===== src/rtl/cipher_arb_pkg.sv =====
// Shared types, constants and grant helpers for the cipher arbiter.
package cipher_arb_pkg;

  localparam int unsigned NUM_PORTS      = 2;
  // 32 rounds plus the cipher's input and output registers.
  localparam int unsigned CIPHER_LATENCY = 34;
  localparam int unsigned DEFAULT_DATA_W = 64;
  localparam int unsigned DEFAULT_DEPTH  = 64;

  // One bit is enough to name either requester.
  typedef logic port_id_t;

  // Round-robin pick: a lone requester wins; on contention the port that did
  // not issue last wins.
  function automatic port_id_t rr_pick(logic [NUM_PORTS-1:0] req, port_id_t last);
    port_id_t pick;
    case (req)
      2'b01:   pick = 1'b0;
      2'b10:   pick = 1'b1;
      default: pick = ~last;
    endcase
    return pick;
  endfunction

  // Fixed priority pick: port 0 wins whenever it is requesting.
  function automatic port_id_t fixed_pick(logic [NUM_PORTS-1:0] req);
    port_id_t pick;
    if (req[0]) begin
      pick = 1'b0;
    end else if (req[1]) begin
      pick = 1'b1;
    end else begin
      pick = 1'b0;
    end
    return pick;
  endfunction

endpackage


===== src/rtl/cipher_arbiter_if.sv =====
// AXI-Stream beat bundle (tdata/tvalid/tready) used for every arbiter port.
interface cipher_arbiter_if #(
  parameter int unsigned DATA_W = 64
);

  logic [DATA_W-1:0] tdata;
  logic              tvalid;
  logic              tready;

  // Drives tdata/tvalid, receives tready.
  modport master (
    output tdata,
    output tvalid,
    input  tready
  );

  // Receives tdata/tvalid, drives tready.
  modport slave (
    input  tdata,
    input  tvalid,
    output tready
  );

endinterface


===== src/rtl/tag_fifo.sv =====
// In-order FIFO of requester IDs, one entry per block in flight in the cipher.
// Pointers wrap naturally; occupancy lives in its own counter so full and empty
// never need a spare pointer bit. DEPTH must be a power of two.
module tag_fifo
  import cipher_arb_pkg::*;
#(
  parameter int unsigned DEPTH = DEFAULT_DEPTH
) (
  input  logic                         clk,
  input  logic                         rst,
  input  logic                         push,
  input  port_id_t                     push_id,
  input  logic                         pop,
  output port_id_t                     head_id,
  output logic                         full,
  output logic                         empty,
  output logic [$clog2(DEPTH+1)-1:0]   count
);

  localparam int unsigned PTR_W = $clog2(DEPTH);
  localparam int unsigned CNT_W = $clog2(DEPTH + 1);

  port_id_t         mem_q [DEPTH];
  logic [PTR_W-1:0] wptr_q, wptr_d;
  logic [PTR_W-1:0] rptr_q, rptr_d;
  logic [CNT_W-1:0] count_q, count_d;
  logic             do_push, do_pop;

  // Status flags, guarded push/pop and next pointer/occupancy values.
  always_comb begin
    empty   = (count_q == '0);
    full    = (count_q == CNT_W'(DEPTH));
    do_push = push && !full;
    do_pop  = pop && !empty;
    wptr_d  = wptr_q;
    rptr_d  = rptr_q;
    count_d = count_q;
    if (do_push) begin
      wptr_d = wptr_q + PTR_W'(1);
    end
    if (do_pop) begin
      rptr_d = rptr_q + PTR_W'(1);
    end
    // Push and pop together leave the occupancy unchanged.
    case ({do_push, do_pop})
      2'b10:   count_d = count_q + CNT_W'(1);
      2'b01:   count_d = count_q - CNT_W'(1);
      default: count_d = count_q;
    endcase
  end

  assign head_id = mem_q[rptr_q];
  assign count   = count_q;

  // Pointer and occupancy registers; reset discards every in-flight tag.
  always_ff @(posedge clk) begin
    if (!rst) begin
      wptr_q  <= '0;
      rptr_q  <= '0;
      count_q <= '0;
    end else begin
      wptr_q  <= wptr_d;
      rptr_q  <= rptr_d;
      count_q <= count_d;
    end
  end

  // Tag storage; contents are don't-care until written.
  always_ff @(posedge clk) begin
    if (do_push) begin
      mem_q[wptr_q] <= push_id;
    end
  end

  // The arbiter only pushes with credit and only pops a non-empty FIFO.
  assert property (@(posedge clk) disable iff (!rst) !(push && full));
  assert property (@(posedge clk) disable iff (!rst) !(pop && empty));

endmodule


===== src/rtl/cipher_arbiter.sv =====
// Shares one in-order pipelined cipher between two AXI-Stream requesters.
// Issue side: round-robin grant with a lock that pins a stalled beat to its
// source until the cipher accepts it. Each issued block's source ID goes into
// tag_fifo; the head tag steers the returning ciphertext back to its issuer.
// Define CIPHER_ARB_FIXED_PRIO_EN for fixed priority (port 0 wins on
// contention, no round-robin pointer); lock behaviour is the same either way.
module cipher_arbiter
  import cipher_arb_pkg::*;
#(
  parameter int unsigned DATA_W = DEFAULT_DATA_W,
  parameter int unsigned DEPTH  = DEFAULT_DEPTH
) (
  input  logic                       clk,
  input  logic                       rst,
  cipher_arbiter_if.slave            s0_axis,
  cipher_arbiter_if.slave            s1_axis,
  cipher_arbiter_if.master           enc_m_axis,
  cipher_arbiter_if.slave            enc_s_axis,
  cipher_arbiter_if.master           m0_axis,
  cipher_arbiter_if.master           m1_axis,
  output logic [$clog2(DEPTH+1)-1:0] outstanding,
  output logic                       err_orphan
);

  logic [NUM_PORTS-1:0] req;
  port_id_t             pick;
  port_id_t             grant;
  logic                 can_issue;
  logic                 issue_valid;
  logic                 issue_hs;
  logic [DATA_W-1:0]    issue_data;

  logic                 lock_q, lock_d;
  port_id_t             lock_id_q, lock_id_d;

  port_id_t             head_id;
  logic                 tag_full, tag_empty;
  logic                 ret_valid;
  logic                 pop;
  logic                 err_orphan_q, err_orphan_d;

`ifdef CIPHER_ARB_FIXED_PRIO_EN
  // Fixed priority needs no history.
  always_comb begin
    pick = fixed_pick(req);
  end
`else
  port_id_t rr_q, rr_d;

  // Contended grants alternate away from the last issuer.
  always_comb begin
    pick = rr_pick(req, rr_q);
    rr_d = rr_q;
    if (issue_hs) begin
      rr_d = grant;
    end
  end

  // Round-robin pointer starts at 1 so port 0 wins the first contention.
  always_ff @(posedge clk) begin
    if (!rst) begin
      rr_q <= 1'b1;
    end else begin
      rr_q <= rr_d;
    end
  end
`endif

  // Credit is the registered occupancy, so a pop never frees issue in the same cycle.
  assign can_issue = !tag_full;

  // Grant selection and issue-side handshake routing.
  always_comb begin
    req                = {s1_axis.tvalid, s0_axis.tvalid};
    grant              = lock_q ? lock_id_q : pick;
    issue_valid        = can_issue && (grant ? s1_axis.tvalid : s0_axis.tvalid);
    issue_data         = grant ? s1_axis.tdata : s0_axis.tdata;
    enc_m_axis.tvalid  = issue_valid;
    enc_m_axis.tdata   = issue_data;
    s0_axis.tready     = can_issue && (grant == 1'b0) && enc_m_axis.tready;
    s1_axis.tready     = can_issue && (grant == 1'b1) && enc_m_axis.tready;
    issue_hs           = issue_valid && enc_m_axis.tready;
  end

  // A presented but unaccepted beat pins the grant so its data stays stable.
  always_comb begin
    lock_d    = lock_q;
    lock_id_d = lock_id_q;
    if (issue_hs) begin
      lock_d = 1'b0;
    end else if (issue_valid) begin
      lock_d    = 1'b1;
      lock_id_d = grant;
    end
  end

  // Lock state register.
  always_ff @(posedge clk) begin
    if (!rst) begin
      lock_q    <= 1'b0;
      lock_id_q <= 1'b0;
    end else begin
      lock_q    <= lock_d;
      lock_id_q <= lock_id_d;
    end
  end

  tag_fifo #(
    .DEPTH   (DEPTH)
  ) u_tag_fifo (
    .clk     (clk),
    .rst     (rst),
    .push    (issue_hs),
    .push_id (grant),
    .pop     (pop),
    .head_id (head_id),
    .full    (tag_full),
    .empty   (tag_empty),
    .count   (outstanding)
  );

  // Return routing: only the head tag's requester sees the beat, and its
  // tready alone gates the cipher (in-order head-of-line blocking).
  always_comb begin
    ret_valid         = enc_s_axis.tvalid && !tag_empty;
    m0_axis.tvalid    = ret_valid && (head_id == 1'b0);
    m1_axis.tvalid    = ret_valid && (head_id == 1'b1);
    m0_axis.tdata     = enc_s_axis.tdata;
    m1_axis.tdata     = enc_s_axis.tdata;
    enc_s_axis.tready = !tag_empty && (head_id ? m1_axis.tready : m0_axis.tready);
    pop               = enc_s_axis.tvalid && enc_s_axis.tready;
    err_orphan_d      = err_orphan_q || (enc_s_axis.tvalid && tag_empty);
  end

  // Sticky orphan flag; only reset clears it.
  always_ff @(posedge clk) begin
    if (!rst) begin
      err_orphan_q <= 1'b0;
    end else begin
      err_orphan_q <= err_orphan_d;
    end
  end

  assign err_orphan = err_orphan_q;

endmodule


===== src/flat_wrapper.sv =====
// flat-port wrapper written by rule: the top's interface ports become plain ports
module cipher_arbiter_flat import cipher_arb_pkg::*;
#(
  parameter int unsigned DATA_W = DEFAULT_DATA_W,
  parameter int unsigned DEPTH  = DEFAULT_DEPTH
)
  (clk, rst, outstanding, err_orphan, s0_axis_tdata, s0_axis_tvalid, s0_axis_tready, s1_axis_tdata, s1_axis_tvalid, s1_axis_tready, enc_m_axis_tdata, enc_m_axis_tvalid, enc_m_axis_tready, enc_s_axis_tdata, enc_s_axis_tvalid, enc_s_axis_tready, m0_axis_tdata, m0_axis_tvalid, m0_axis_tready, m1_axis_tdata, m1_axis_tvalid, m1_axis_tready);
  cipher_arbiter_if #(.DATA_W(DATA_W)) s0_axis_i ();
  cipher_arbiter_if #(.DATA_W(DATA_W)) s1_axis_i ();
  cipher_arbiter_if #(.DATA_W(DATA_W)) enc_m_axis_i ();
  cipher_arbiter_if #(.DATA_W(DATA_W)) enc_s_axis_i ();
  cipher_arbiter_if #(.DATA_W(DATA_W)) m0_axis_i ();
  cipher_arbiter_if #(.DATA_W(DATA_W)) m1_axis_i ();
  input  logic clk;
  input  logic rst;
  output logic [$clog2(DEPTH+1)-1:0] outstanding;
  output logic err_orphan;
  input wire logic [$bits(s0_axis_i.tdata)-1:0] s0_axis_tdata;
  input wire logic [$bits(s0_axis_i.tvalid)-1:0] s0_axis_tvalid;
  output wire logic [$bits(s0_axis_i.tready)-1:0] s0_axis_tready;
  input wire logic [$bits(s1_axis_i.tdata)-1:0] s1_axis_tdata;
  input wire logic [$bits(s1_axis_i.tvalid)-1:0] s1_axis_tvalid;
  output wire logic [$bits(s1_axis_i.tready)-1:0] s1_axis_tready;
  output wire logic [$bits(enc_m_axis_i.tdata)-1:0] enc_m_axis_tdata;
  output wire logic [$bits(enc_m_axis_i.tvalid)-1:0] enc_m_axis_tvalid;
  input wire logic [$bits(enc_m_axis_i.tready)-1:0] enc_m_axis_tready;
  input wire logic [$bits(enc_s_axis_i.tdata)-1:0] enc_s_axis_tdata;
  input wire logic [$bits(enc_s_axis_i.tvalid)-1:0] enc_s_axis_tvalid;
  output wire logic [$bits(enc_s_axis_i.tready)-1:0] enc_s_axis_tready;
  output wire logic [$bits(m0_axis_i.tdata)-1:0] m0_axis_tdata;
  output wire logic [$bits(m0_axis_i.tvalid)-1:0] m0_axis_tvalid;
  input wire logic [$bits(m0_axis_i.tready)-1:0] m0_axis_tready;
  output wire logic [$bits(m1_axis_i.tdata)-1:0] m1_axis_tdata;
  output wire logic [$bits(m1_axis_i.tvalid)-1:0] m1_axis_tvalid;
  input wire logic [$bits(m1_axis_i.tready)-1:0] m1_axis_tready;
  assign s0_axis_i.tdata = s0_axis_tdata;
  assign s0_axis_i.tvalid = s0_axis_tvalid;
  assign s0_axis_tready = s0_axis_i.tready;
  assign s1_axis_i.tdata = s1_axis_tdata;
  assign s1_axis_i.tvalid = s1_axis_tvalid;
  assign s1_axis_tready = s1_axis_i.tready;
  assign enc_m_axis_tdata = enc_m_axis_i.tdata;
  assign enc_m_axis_tvalid = enc_m_axis_i.tvalid;
  assign enc_m_axis_i.tready = enc_m_axis_tready;
  assign enc_s_axis_i.tdata = enc_s_axis_tdata;
  assign enc_s_axis_i.tvalid = enc_s_axis_tvalid;
  assign enc_s_axis_tready = enc_s_axis_i.tready;
  assign m0_axis_tdata = m0_axis_i.tdata;
  assign m0_axis_tvalid = m0_axis_i.tvalid;
  assign m0_axis_i.tready = m0_axis_tready;
  assign m1_axis_tdata = m1_axis_i.tdata;
  assign m1_axis_tvalid = m1_axis_i.tvalid;
  assign m1_axis_i.tready = m1_axis_tready;
  cipher_arbiter #(.DATA_W(DATA_W), .DEPTH(DEPTH)) u_core (.clk(clk), .rst(rst), .s0_axis(s0_axis_i), .s1_axis(s1_axis_i), .enc_m_axis(enc_m_axis_i), .enc_s_axis(enc_s_axis_i), .m0_axis(m0_axis_i), .m1_axis(m1_axis_i), .outstanding(outstanding), .err_orphan(err_orphan));
endmodule

===== config.mk =====
export PLATFORM = sky130hd
export DESIGN_NAME = cipher_arbiter_flat
export DESIGN_NICKNAME = d
export VERILOG_FILES = /design/src/rtl/cipher_arb_pkg.sv /design/src/rtl/cipher_arbiter_if.sv /design/src/rtl/tag_fifo.sv /design/src/rtl/cipher_arbiter.sv /design/src/flat_wrapper.sv
export SDC_FILE = /design/constraint.sdc
export NUM_CORES = 1
export LEC_CHECK = 0
export ABC_AREA = 1
export CAP_MARGIN = 20
export CORE_AREA = 10 10 150 152
export CTS_CLUSTER_SIZE = 20
export DETAILED_ROUTE_END_ITERATION = 8
export DIE_AREA = 0 0 160 162
export GPL_TIMING_DRIVEN = 0
export PLACE_DENSITY_LB_ADDON = 0.08
export SYNTH_ARGS = -nofsm -noshare
export SYNTH_HDL_FRONTEND = slang
export SYNTH_HIERARCHICAL = 1
export SYNTH_SLANG_ARGS = --single-unit

===== constraint.sdc =====
create_clock -name clk -period 3.6 [get_ports clk]
set_clock_uncertainty 0.05 [all_clocks]
set_input_delay 0.72 -clock clk [delete_from_list [all_inputs] [get_ports clk]]
set_output_delay 0.72 -clock clk [all_outputs]
set_load 0.05 [all_outputs]

Word-level counts from Yosys, hierarchy flattened
Memories as Yosys holds them, arrays and structs flattened. A register that Yosys moved wholly into a read port is not among the register bits.
Cells that the tools add are included.
W data, S select, Z words.
{ "word_totals": {"ff_bits": 23, "mem_bits_rw": 64, "output_inout_bits": 206, "mem_count": 1} }
{ "mem_list": {"columns": ["memory", "words", "width", "read_ports", "rd_ports_with_merged_regs", "wr", "line_no", "rtl"], "rows": [
  ["u_core.u_tag_fifo.mem_q", 64, 1, 1, 1, 1, "tag_fifo.sv:23", "port_id_t mem_q [DEPTH];"]
]} }
{ "classes": {"add_sub_neg": 4, "n_eq_ne": 5, "n_mux": 10, "bitwise": 5, "n_reduce_logical": 21} }
{ "op_table": {"columns": ["op", "n"], "rows": [
  ["$mux W64", 1],
  ["$logic_and A1 B1 Y1", 14],
  ["$pmux W7 S2", 1],
  ["$add A6 B1 Y6 const B", 2],
  ["$mux W6", 2],
  ["$add A7 B1 Y7 const B", 1],
  ["$eq A7 B7 Y1 const B", 1],
  ["$logic_not A7 Y1", 1],
  ["$sub A7 B1 Y7 const B", 1],
  ["$mux W1", 5],
  ["$not A1 Y1", 5],
  ["$eq A2 B1 Y1 const B", 2],
  ["$eq A2 B2 Y1 const B", 2],
  ["$logic_not A1 Y1", 2],
  ["$pmux W1 S2", 1],
  ["$reduce_and A2 Y1", 1],
  ["$reduce_bool A2 Y1", 1],
  ["$reduce_or A2 Y1", 1],
  ["$logic_or A1 B1 Y1", 1]
]} }

Longest topological paths before layout
{ "logic_depth": {"depth_word": 9, "depth_mapped": 31} }

Modules after synthesis
The synthesis kept the hierarchy.
{ "modules_own_cells": {"columns": ["mod", "instances", "cells_each", "area_each_um2"], "rows": [
  ["tag_fifo", 1, 484, 4351.7],
  ["cipher_arbiter", 1, 383, 2088.3]
]} }

Least setup slack after synthesis
No wires, ideal clock.
{ "synth_timing": {"kind": "input to register", "startpoint": "input port s0_axis_tvalid", "endpoint": "register u_core.u_tag_fifo.count_q[4], in the netlist u_core/u_tag_fifo/count[4]", "arrival_ps": 3503, "required_ps": 3435, "setup_slack_ps": -69, "stages": 23, "n_path_buf": 1, "cell_sequence": "inv_1 ha_1 inv_1 nand2_1 nand3_1 nand4_1 nand2_1 nand2_1 inv_1 o21ai_4 ha_1 buf_2 inv_1 nand2_1 nand2_1 inv_1 ha_1 o21bai_1 nand2_1 nand2_1 xor2_1 o21ai_0 inv_1"} }
{ "synth_via": {"elab_chain_len": 9} }
{ "synth_rtl": {"columns": ["item", "line_no", "rtl"], "rows": [
  ["start: declaration", "flat_wrapper.sv:19", "input wire logic [$bits(s0_axis_i.tvalid)-1:0] s0_axis_tvalid;"],
  ["$eq A2 B2 Y1 or $eq A2 B1 Y1 (tied branches)", "cipher_arb_pkg.sv:17", "case (req)"],
  ["$pmux W1 S2", "cipher_arb_pkg.sv:17", null],
  ["$mux W1", "cipher_arbiter.sv:75", "grant = lock_q ? lock_id_q : pick;"],
  ["$mux W1 *", "cipher_arbiter.sv:76", "issue_valid = can_issue && (grant ? s1_axis.tvalid : s0_axis.tvalid);"],
  ["$logic_and A1 B1 Y1 *", "cipher_arbiter.sv:76", null],
  ["net enc_m_axis_tvalid", "flat_wrapper.sv:25", "output wire logic [$bits(enc_m_axis_i.tvalid)-1:0] enc_m_axis_tvalid;"],
  ["$logic_and A1 B1 Y1 *", "cipher_arbiter.sv:82", "issue_hs = issue_valid && enc_m_axis.tready;"],
  ["net u_core.issue_hs", "cipher_arbiter.sv:30", "logic issue_hs;"],
  ["$logic_and A1 B1 Y1 *", "tag_fifo.sv:33", "do_push = push && !full;"],
  ["$eq A2 B1 Y1 or $eq A2 B2 Y1 (tied branches)", "tag_fifo.sv:45", "case ({do_push, do_pop})"],
  ["$pmux W7 S2 or $reduce_bool A2 Y1 (tied branches)", null, null],
  ["end signal: assignment", "tag_fifo.sv:64", "count_q <= count_d;"],
  ["end: declaration", "tag_fifo.sv:26", "logic [CNT_W-1:0] count_q, count_d;"]
]} }
The timed path passes the listed nets; every way through them passes the cells marked *.
A chain may end at the register's enable or synchronous reset.

Worst setup path after layout
{ "layout_timing": {"startpoint": "input port s1_axis_tvalid", "endpoint": "output port enc_m_axis_tdata[19]"} }
{ "layout_via": {"elab_chain_len": 4} }
{ "layout_rtl": {"columns": ["item", "line_no", "rtl"], "rows": [
  ["start: declaration", "flat_wrapper.sv:22", "input wire logic [$bits(s1_axis_i.tvalid)-1:0] s1_axis_tvalid;"],
  ["$eq A2 B2 Y1 or $eq A2 B1 Y1 (tied branches)", "cipher_arb_pkg.sv:17", null],
  ["$pmux W1 S2 *", "cipher_arb_pkg.sv:17", null],
  ["$mux W1 *", "cipher_arbiter.sv:75", null],
  ["$mux W64 *", "cipher_arbiter.sv:77", "issue_data = grant ? s1_axis.tdata : s0_axis.tdata;"],
  ["end: declaration", "flat_wrapper.sv:24", "output wire logic [$bits(enc_m_axis_i.tdata)-1:0] enc_m_axis_tdata;"]
]} }
Mark *: on every way between the ends. The rest lies on a longest branch, timed or not.

==> impl_metrics.ini <==
[die]
io_pins = 406
die_h_um = 162
core_region_area_mm2 = 0.0194
start_util_pct = 33.2
rows = 51
fp.dieArea_mm2 = 0.0259
fp.dieW_um = 160

[global_routing]
gr-total-overflow = 0
grt_pass1_wl_um = 43600
track_usage_pct = 22.3
antenna_found_initial = 3
grt_pass1_vias = 6837
grt_max_degree = 64

[min_path]
worstHoldStart = u_core/u_tag_fifo/rptr_q[2]
hold_path.class = register to register
worstHoldPathCells = 2

[run]
drv_cap = 0

[sta]
setup_viol = 0
slew_headroom_pct = 59.7
tightest_slew_ns = 0.603
finalHoldViolCount = 0
period_minus_slack_ns = 3.56
fmax_mhz = 281
fin_setup_tns_ns = 0
drv_slew = 0
period_share_pct = 98.9

[drt]
wirelength_um = 30700
drtPass1Iterations = 5
viasPerCell = 4.52
drc = 0
vias = 6834
wl_per_cell_um = 20.3
final_antenna_net_count = 0
drt_iter0_drc = 448

[cells_and_area]
fin_nets = 1444
register_area_mm2 = 0.00251
nFillCells = 1903
syn_to_final_growth_pct = 66.9
final_cells = 1511
post-route-util_pct = 55.4
drive_above_1_share_pct = 25.4
fin_area_mm2 = 0.0107
multi_input_area_mm2 = 0.00270

[clock_tree]
path_clk_slew_ns = 0.06
clock_latency_ns = 0.35
cts-hold-fix-buffers = 0
cts_max_path_buffers = 2
htree_levels = 3
root_buffer = clkbuf_16
cts_tree = done
cts_sinks = 93
cts_made_buffers = 9

[synthesis]
syn_area_mm2 = 0.00644
syn-instance-count = 867
synth_nets = 1073
async_flop_share_pct = 0
postSynthAreaPerCell_um2 = 7.43
synth_edf_count = 64
ys_ff_latch = 93
synth_flop_cell = edfxtp_1
ys_seq_area_share_pct = 38.9
ys_warn_count = 6
synth_cell_types = 34

[setup_path]
start_kind = input port
crit_fanout = 10
crit_type = input port to output port
r2r_slack_ns = 0.17
r2r_cells = 29
cp.required_ns = 2.83
endpoint_kind = output port
r2r_end = u_core/u_tag_fifo/count[4]
arrival_ns = 2.79

[power]
p_seq_share_pct = 20.5
pwr-share-clk_pct = 14.3
combPwrFrac_pct = 65.2
p_per_area_mw_per_mm2 = 618
power.leakage_nw = 4.72
switching_share_pct = 50.9
p_int_mw = 3.26
finalPower_mw = 6.64
peakVddDrop_mv = 0.373
power.switching_mw = 3.38

[place]
dp.cells = 1474
place_congestion = 0.937
port_buffers = 341
placed_area_mm2 = 0.0102
place_hpwl_um = 25600

[run_status]
outcome = complete, no violations
## cells in the mapped netlist, types with 9 or more instances
| library cell | n | share of area (%) |
|---|---|---|
| inv_1 | 45 | 2.6 |
| nand2_1 | 329 | 19 |
| a21oi_1 | 22 | 1.7 |
| nor2_1 | 80 | 4.7 |
| o21ai_0 | 10 | 0.78 |
| nand3_1 | 74 | 5.8 |
| buf_2 | 11 | 0.85 |
| clkbuf_1 | 9 | 0.52 |
| edfxtp_1 | 64 | 30 |
| dfxtp_1 | 29 | 9.0 |
| buf_4 | 129 | 15 |
## per-stage QoR
stage / worst slack [ns] / hold WS (ns)
floorplan: 0.0980 / 0.400
global placement: -1.38 / 0.406
detailed placement: -0.744 / 0.415
CTS: -0.122 / 0.432
global route: -0.0453 / 0.461
finish: 0.0385 / 0.435
## kinds of logic after synthesis
| group | share of synthesized area, % |
|---|---|
| and+or+nand+nor | 34.4 |
| buffers and inverters | 21.3 |
| DFF | 38.9 |
| AOI/OAI and AO/OA | 3.32 |
| xor gates and xnor gates | 0.952 |
| adders and majority gates | 1.17 |
## flip-flops by register name, indices dropped and copies added, names as in the netlist, named ones only
register,count
u_core/lock_id_q,1
u_core/u_tag_fifo/mem_q,64
u_core/rr_q,1
u_core/lock_q,1
u_core/u_tag_fifo/rptr_q,6
u_core/u_tag_fifo/wptr_q,6
u_core/err_orphan,1
u_core/u_tag_fifo/count,7
## power by group through the flow
stage	clock network (mW)	logic, mW	registers (mW)
floorplan	0	2.59	1.46
global placement	0	4.11	1.38
detailed placement	0	4.13	1.38
CTS	0.963	4.18	1.36
global route	1.00	4.61	1.37
finish	0.947	4.33	1.36
## final cells by class
class                      count  area share, %
antenna                        3         0.0699
buffer                       157           11.9
clock buffer                  12           2.29
clock inverter                 4          0.431
inverter                      53           2.06
multi-input combinational    563           25.2
sequential                    93           23.3
tap                          265           3.09
timing repair buffer         361           31.7
## metal layers
metal | vias to the layer above | global-route usage [%] | routed length [um]
li1 | 3378 | - | -
met1 | 3148 | 21.0 | 10200
met2 | 271 | 43.5 | 17100
met3 | 37 | 7.25 | 2460
met4 | 0 | 8.39 | 961
met5 | - | 0 | 0
## worst max-delay path: stages
cell             delay (ns)
clkdlybuf4s50_1        0.53
ha_4                   0.34
inv_1                  0.05
nand2_1                0.05
nand3_1                0.10
nand2_2                0.11
buf_4                  0.21
buf_6                  0.17
nand2_1                0.06
nand2_1                0.06
clkdlybuf4s15_2        0.37
## what timing repair did
action / CTS / global route
resized for setup: 264 / 107
setup endpoints to repair: 77 / 66
setup buffers: 2 / 16
hold endpoints to repair: 0 / 0
pin swaps: 4 / 13
gates cloned: 0 / 1
## how the worst max path moves through the flow
stage,start,end,slack (ns)
floorplan,s0_axis_tvalid,u_core/u_tag_fifo/count[4],0.1
detailed placement,register,u_core/u_tag_fifo/count[4],-0.74
finish,s1_axis_tvalid,enc_m_axis_tdata[19],0.04
global route,register,u_core/u_tag_fifo/count[6],-0.05
CTS,s1_axis_tvalid,enc_m_axis_tdata[17],-0.12
global placement,s0_axis_tvalid,enc_m_axis_tdata[55],-1.38
## cells in the final DEF (no fill, tap or decap), types with 4 or more instances in the layout
cell type and instances:
nor3_1 7, inv_1 39, ha_1 4, buf_4 149, clkdlybuf4s50_1 271, clkbuf_4 4
o21ai_0 8, dlygate4sd2_1 4, nand3_1 64, clkbuf_16 10, inv_2 8, clkbuf_1 4
buf_2 35, dfxtp_1 27, nand3_2 12, nand2_1 319, clkdlybuf4s15_2 18, clkdlybuf4s18_2 4
clkbuf_2 8, buf_8 6, inv_4 4, xor2_1 4, a21oi_1 22, clkbuf_8 4
nor2_1 78, nand2_2 11, edfxtp_1 64, buf_6 11, nand4_4 7
(Power assumes the default switching activity.)
